### src/rtl/pc_redirect_unit.sv
// IF-stage PC holder: sequential fetch, delayed branch redirect after the delay slot, and flush redirect.
// Optional feature macro: BRANCH_STATS_EN (branch/taken counters; tied to zero when undefined).
module pc_redirect_unit #(
   parameter logic [31:0] RESET_PC = 32'hBFC0_0000,
   parameter int          ADDR_W   = 32
) (
   input  logic              clk,
   input  logic              resetn,
   input  logic              stall_f,
   input  logic              flush,
   input  logic [ADDR_W-1:0] except_pc,
   input  logic              br_valid,
   input  logic              br_taken,
   input  logic [ADDR_W-1:0] br_target,
   input  logic              inst_addr_ok,
   output logic              inst_req,
   output logic [ADDR_W-1:0] pc_f,
   output logic [ADDR_W-1:0] pc_plus4_f,
   output logic              in_delayslot_f,
   output logic              adel_f,
   output logic [31:0]       branch_cnt,
   output logic [31:0]       taken_cnt
);

   typedef enum logic [0:0] {IDLE = 1'b0, PEND = 1'b1} state_t;

   state_t            state_r, state_s;
   logic [ADDR_W-1:0] pc_r, pc_s;
   logic [ADDR_W-1:0] tgt_r, tgt_s;
   logic              ds_r, ds_s;
   logic              req_r;
   logic              accept_s;
   logic              br_evt_s;

   assign accept_s       = req_r & inst_addr_ok & ~stall_f;
   assign br_evt_s       = ~flush & (state_r == IDLE) & br_valid;
   assign inst_req       = req_r;
   assign pc_f           = pc_r;
   assign pc_plus4_f     = pc_r + 32'd4;
   assign in_delayslot_f = ds_r;
   assign adel_f         = (pc_r[1:0] != 2'b00);

   // Next-state selection: flush beats redirect, redirect beats sequential fetch.
   always_comb begin
      state_s = state_r;
      pc_s    = pc_r;
      tgt_s   = tgt_r;
      ds_s    = ds_r;
      if (flush) begin
         pc_s    = except_pc;
         state_s = IDLE;
         ds_s    = 1'b0;
      end else begin
         case (state_r)
            IDLE: begin
               if (br_valid) begin
                  // pc_f is the delay slot; the target is only fetched once it is accepted
                  if (br_taken) begin
                     if (accept_s) begin
                        pc_s = br_target;
                        ds_s = 1'b0;
                     end else begin
                        tgt_s   = br_target;
                        state_s = PEND;
                        ds_s    = 1'b1;
                     end
                  end else begin
                     if (accept_s) begin
                        pc_s = pc_r + 32'd4;
                        ds_s = 1'b0;
                     end else begin
                        ds_s = 1'b1;
                     end
                  end
               end else begin
                  if (accept_s) begin
                     pc_s = pc_r + 32'd4;
                     ds_s = 1'b0;
                  end else begin
                     pc_s = pc_r;
                  end
               end
            end
            PEND: begin
               // later br_valid pulses are ignored here: the first target wins
               if (accept_s) begin
                  pc_s    = tgt_r;
                  state_s = IDLE;
                  ds_s    = 1'b0;
               end else begin
                  pc_s = pc_r;
               end
            end
            default: begin
               state_s = IDLE;
               ds_s    = 1'b0;
            end
         endcase
      end
   end

   // Fetch PC, held target, delay-slot flag and request registers.
   always_ff @(posedge clk) begin
      if (!resetn) begin
         state_r <= IDLE;
         pc_r    <= RESET_PC;
         tgt_r   <= 32'h0000_0000;
         ds_r    <= 1'b0;
         req_r   <= 1'b0;
      end else begin
         state_r <= state_s;
         pc_r    <= pc_s;
         tgt_r   <= tgt_s;
         ds_r    <= ds_s;
         req_r   <= 1'b1;
      end
   end

`ifdef BRANCH_STATS_EN
   logic [31:0] branch_cnt_r;
   logic [31:0] taken_cnt_r;

   // Saturating statistics counters for branches consumed in IDLE.
   always_ff @(posedge clk) begin
      if (!resetn) begin
         branch_cnt_r <= 32'h0000_0000;
         taken_cnt_r  <= 32'h0000_0000;
      end else begin
         if (br_evt_s && (branch_cnt_r != 32'hFFFF_FFFF)) begin
            branch_cnt_r <= branch_cnt_r + 32'd1;
         end
         if (br_evt_s && br_taken && (taken_cnt_r != 32'hFFFF_FFFF)) begin
            taken_cnt_r <= taken_cnt_r + 32'd1;
         end
      end
   end

   assign branch_cnt = branch_cnt_r;
   assign taken_cnt  = taken_cnt_r;
`else
   logic unused_s;
   assign unused_s   = br_evt_s;
   assign branch_cnt = 32'h0000_0000;
   assign taken_cnt  = 32'h0000_0000;
`endif

endmodule

### config.mk
export PLATFORM = sky130hd
export DESIGN_NAME = pc_redirect_unit
export DESIGN_NICKNAME = d
export VERILOG_FILES = /design/src/rtl/pc_redirect_unit.sv
export SDC_FILE = /design/constraint.sdc
export NUM_CORES = 1
export LEC_CHECK = 0
export BUFFER_PORTS_ARGS = -buffer_cell sky130_fd_sc_hd__buf_2
export CORE_UTILIZATION = 45
export DETAILED_ROUTE_END_ITERATION = 12
export GPL_TIMING_DRIVEN = 0
export PLACE_DENSITY = 0.78
export SLEW_MARGIN = 10
export SYNTH_ARGS = -nofsm -noshare
export SYNTH_HDL_FRONTEND = slang
export SYNTH_SLANG_ARGS = --single-unit
export TNS_END_PERCENT = 10
### constraint.sdc
create_clock -name clk -period 1.9 [get_ports clk]
set_input_delay 0.285 -clock clk [delete_from_list [all_inputs] [get_ports clk]]
set_output_delay 0.285 -clock clk [all_outputs]
set_load 0.02 [all_outputs]
==> impl_metrics.yaml <==
critical_path:
  crit_arrival_ps: 2040
  crit_required_ps: 1620
  max_stage_delay_ps: 390
  critPathLaunchType: "flip-flop"
  crit_top_cell: "buf_6"
  slowest_stage: "nor4_4"
  criticalPathCategory: "flip-flop to output port"
  crit_path_end_kind: "output port"
  crit_chain: "buf_6 -> nand4_4 -> nor4_4 -> buf_6 -> buf_8 -> nand3_4 -> xnor2_2 -> buf_4"
  path_max_fanout: 5
run_status:
  violations: "setup timing"
  status: "complete, but fails checks"
synth:
  ys_seq_elements: 67
  synth_cell_type_count: 66
  synth_edf_count: 0
  synth_area_mm2: 0.00503
  synth_area_leaders: "dfxtp_1 (27%), buf_4 (10%), nand2_1 (9.7%), a21oi_1 (5.8%), xnor2_1 (4.3%)"
  yosysSeqAreaShare: 0.266
  yosysWarnings: 0
  synth_ff_type: "dfxtp_1"
  syn_avg_cell_area_um2: 7.24
  yosysTopAreaCell: "dfxtp_1"
  yosys.area.top_type_share: 0.266
  synthArstFlopShare: 0
  syn_inst: 695
final_layout:
  drive_gt1_frac: 0.406
  stdcell_area_mm2: 0.00721
  fillers: 973
  synthToLayoutAreaGrowth_pct: 43.2
  multi_input_area_mm2: 0.00351
  antenna_cells: 0
  nets: 1004
  seqCellArea_mm2: 0.00139
  utilization: 0.662
power_and_ir_drop:
  fin_total_pwr_mw: 4.39
  p_per_area_mw_per_mm2: 609
  ir_worst_vdd_mv: 0.372
  combPwrFrac: 0.330
  p_leak_nw: 3.36
  p_clk_frac: 0.303
  p_sw_frac: 0.371
  seq_power_share: 0.367
  p_int_mw: 2.76
  switchingPower_mw: 1.63
timing:
  relSlewSlack: 0.471
  skew_ps: 14.3
  period_share: 1.22
  setup_viol: 31
  finalCriticalPeriod_ps: 2320
  fin_ws_ps: -425
  finalHoldViolations: 0
  rsz0062_at_grt: "true"
  fmax_mhz: 430
  drv_slew: 0
  worst_slew_pin_slew_ps: 794
flow_run:
  max_cap_viol_count: 0
route:
  dr_wl_met2_um: 8700
  vias: 6187
  top_layer_used: "met4"
  route.met3.wl_um: 2640
  drt_iter0_drc: 682
  wl_met1_um: 7580
  drc: 0
  via_per_inst: 5.74
  dr.pass1.iters: 5
  wl_um: 19800
  drtAntennaViolNets: 0
  post_drt_wl_per_cell_um: 18.4
worst_hold_path:
  hp-class: "input pin to flip-flop"
die:
  rows: 38
  num_io_pins: 202
  fp.dieW_um: 108
  chipHeight_um: 108
  dieArea_mm2: 0.0116
  start_util: 0.462
  core_area_mm2: 0.0109
global_route:
  grt_pass1_vias: 5520
  grtUsageTotal: 0.339
  overflow: 0
  grt_pass1_wl_um: 29700
  grt_start_max_net_pins: 14
  antenna_found_initial: 0
clocking:
  ctsHoldBuffers: 0
  insertion_delay_ps: 360
  clock_tree.root_cell: "clkbuf_8"
  clockBufferDepth: 2
  clkTransAtPathRegs_ps: 90
  cts_buffers: 9
  cts_tree: "yes"
  clock-sinks: 67
  htreeDepth: 3
place:
  dp.final_hpwl_um: 14100
  io_buffers: 137
  dpl_worst_slack_ps: -454
  place_area_mm2: 0.00640
  globalplace.congestion: 0.948
==> cell families (layout without fill, tap and decap cells) <==
kind of cell | after synthesis | count (layout) | synth area share
and+or+nand+nor | 269 | 269 | 0.264
AOI/OAI and AO/OA | 179 | 179 | 0.232
buffers and inverters | 136 | 315 | 0.161
DFF | 67 | 67 | 0.266
xor gates and xnor gates | 39 | 39 | 0.0678
muxes | 3 | 3 | 0.00596
adders and majority gates | 1 | 1 | 0.00248
other | 1 | 64 | 0.000745
==> stage by stage <==
step	TNS [ps]	hold WS (ps)	cells
6_report	-7020	108	1077
2_1_floorplan	-253	313	758
3_5_place_dp	-17650	445	1035
5_1_grt	-10700	107	1077
4_1_cts	-5900	105	1075
3_3_place_gp	-16840	439	1035
==> layout by cell type (no fill, tap or decap), types with 11 or more instances in the layout <==
cell type	instances
nor2_1	28
dfxtp_2	11
buf_4	116
o21ai_0	32
nand3_1	15
conb_1	64
nand2_1	121
buf_2	126
xnor2_1	11
nor3_1	12
clkbuf_1	18
buf_6	17
a21oi_1	56
nand4_1	19
xor2_1	14
dfxtp_1	46
xnor2_2	13
a31oi_1	13
==> flip-flops by register name, indices dropped and copies added (netlist names) <==
register	count
tgt_r	32
in_delayslot_f	1
pc_f	32
inst_req	1
state_r	1
==> routing by layer <==
layer | up-vias | track usage
li1 | 2809 | -
met1 | 2766 | 0.439
met2 | 522 | 0.524
met3 | 90 | 0.0890
met4 | 0 | 0.156
met5 | - | 0
==> power by group through the flow <==
stage / logic, mW / registers (mW) / clock network [mW]
2_1_floorplan: 0.852 / 1.68 / 0
3_3_place_gp: 1.31 / 1.62 / 0
3_5_place_dp: 1.31 / 1.62 / 0
4_1_cts: 1.39 / 1.60 / 1.31
5_1_grt: 1.53 / 1.62 / 1.38
6_report: 1.45 / 1.61 / 1.33
==> what timing repair did <==
action                                  4_1_cts  5_1_grt
hold endpoints to repair                      0        0
endpoints found under the setup margin       83       77
pin swaps                                    18       13
gates cloned                                  1        0
resized for setup                            77       43
buffers inserted                             29        2
==> cells in the mapped netlist (all sizes together), types with 3 or more instances <==
cell type and instances:
dfxtp 67, a21oi 59, a21o 5, clkbuf 33
o22ai 4, buf 95, and4 3, mux2i 3
o311ai 5, o221ai 6, and3 11, nor3b 4
a211oi 6, nor2 34, a31o 4, xnor2 25
o21ai 34, a221o 3, nand4 22, nor4 11
o211ai 10, a31oi 13, o31ai 4, nor3 15
a221oi 5, nand2 130, o2bb2ai 3, xor2 14
o221a 4, nand3 24, and2 5, inv 7
==> cell type report <==
class                   instances  share of cell area
flip-flops and latches         67               0.193
plain buffers                 122               0.119
clock buffers                  11              0.0212
repair buffers                169               0.143
multi-input cells             555               0.487
well taps                     140              0.0243
inverters                       8             0.00416
clock inverters                 5             0.00833
==> worst paths after layout <==
path	start	to	slack, ps	cells past startpoint
setup reg to reg	pc_f[10]	pc_f[27]	-110	8
hold reg to reg	tgt_r[2]	tgt_r[2]	450	2
setup / recovery	pc_f[10]	pc_plus4_f[25]	-420	8
hold / removal	resetn	inst_req	110	1
==> critical path: cells and delay by family (launching register included) <==
| family | cells | cell delay (ps) |
|---|---|---|
| and+or+nand+nor | 3 | 560 |
| xor gates and xnor gates | 1 | 140 |
| buffers and inverters | 4 | 620 |
| DFF | 1 | 340 |
Power figures use the tool's default switching activity.
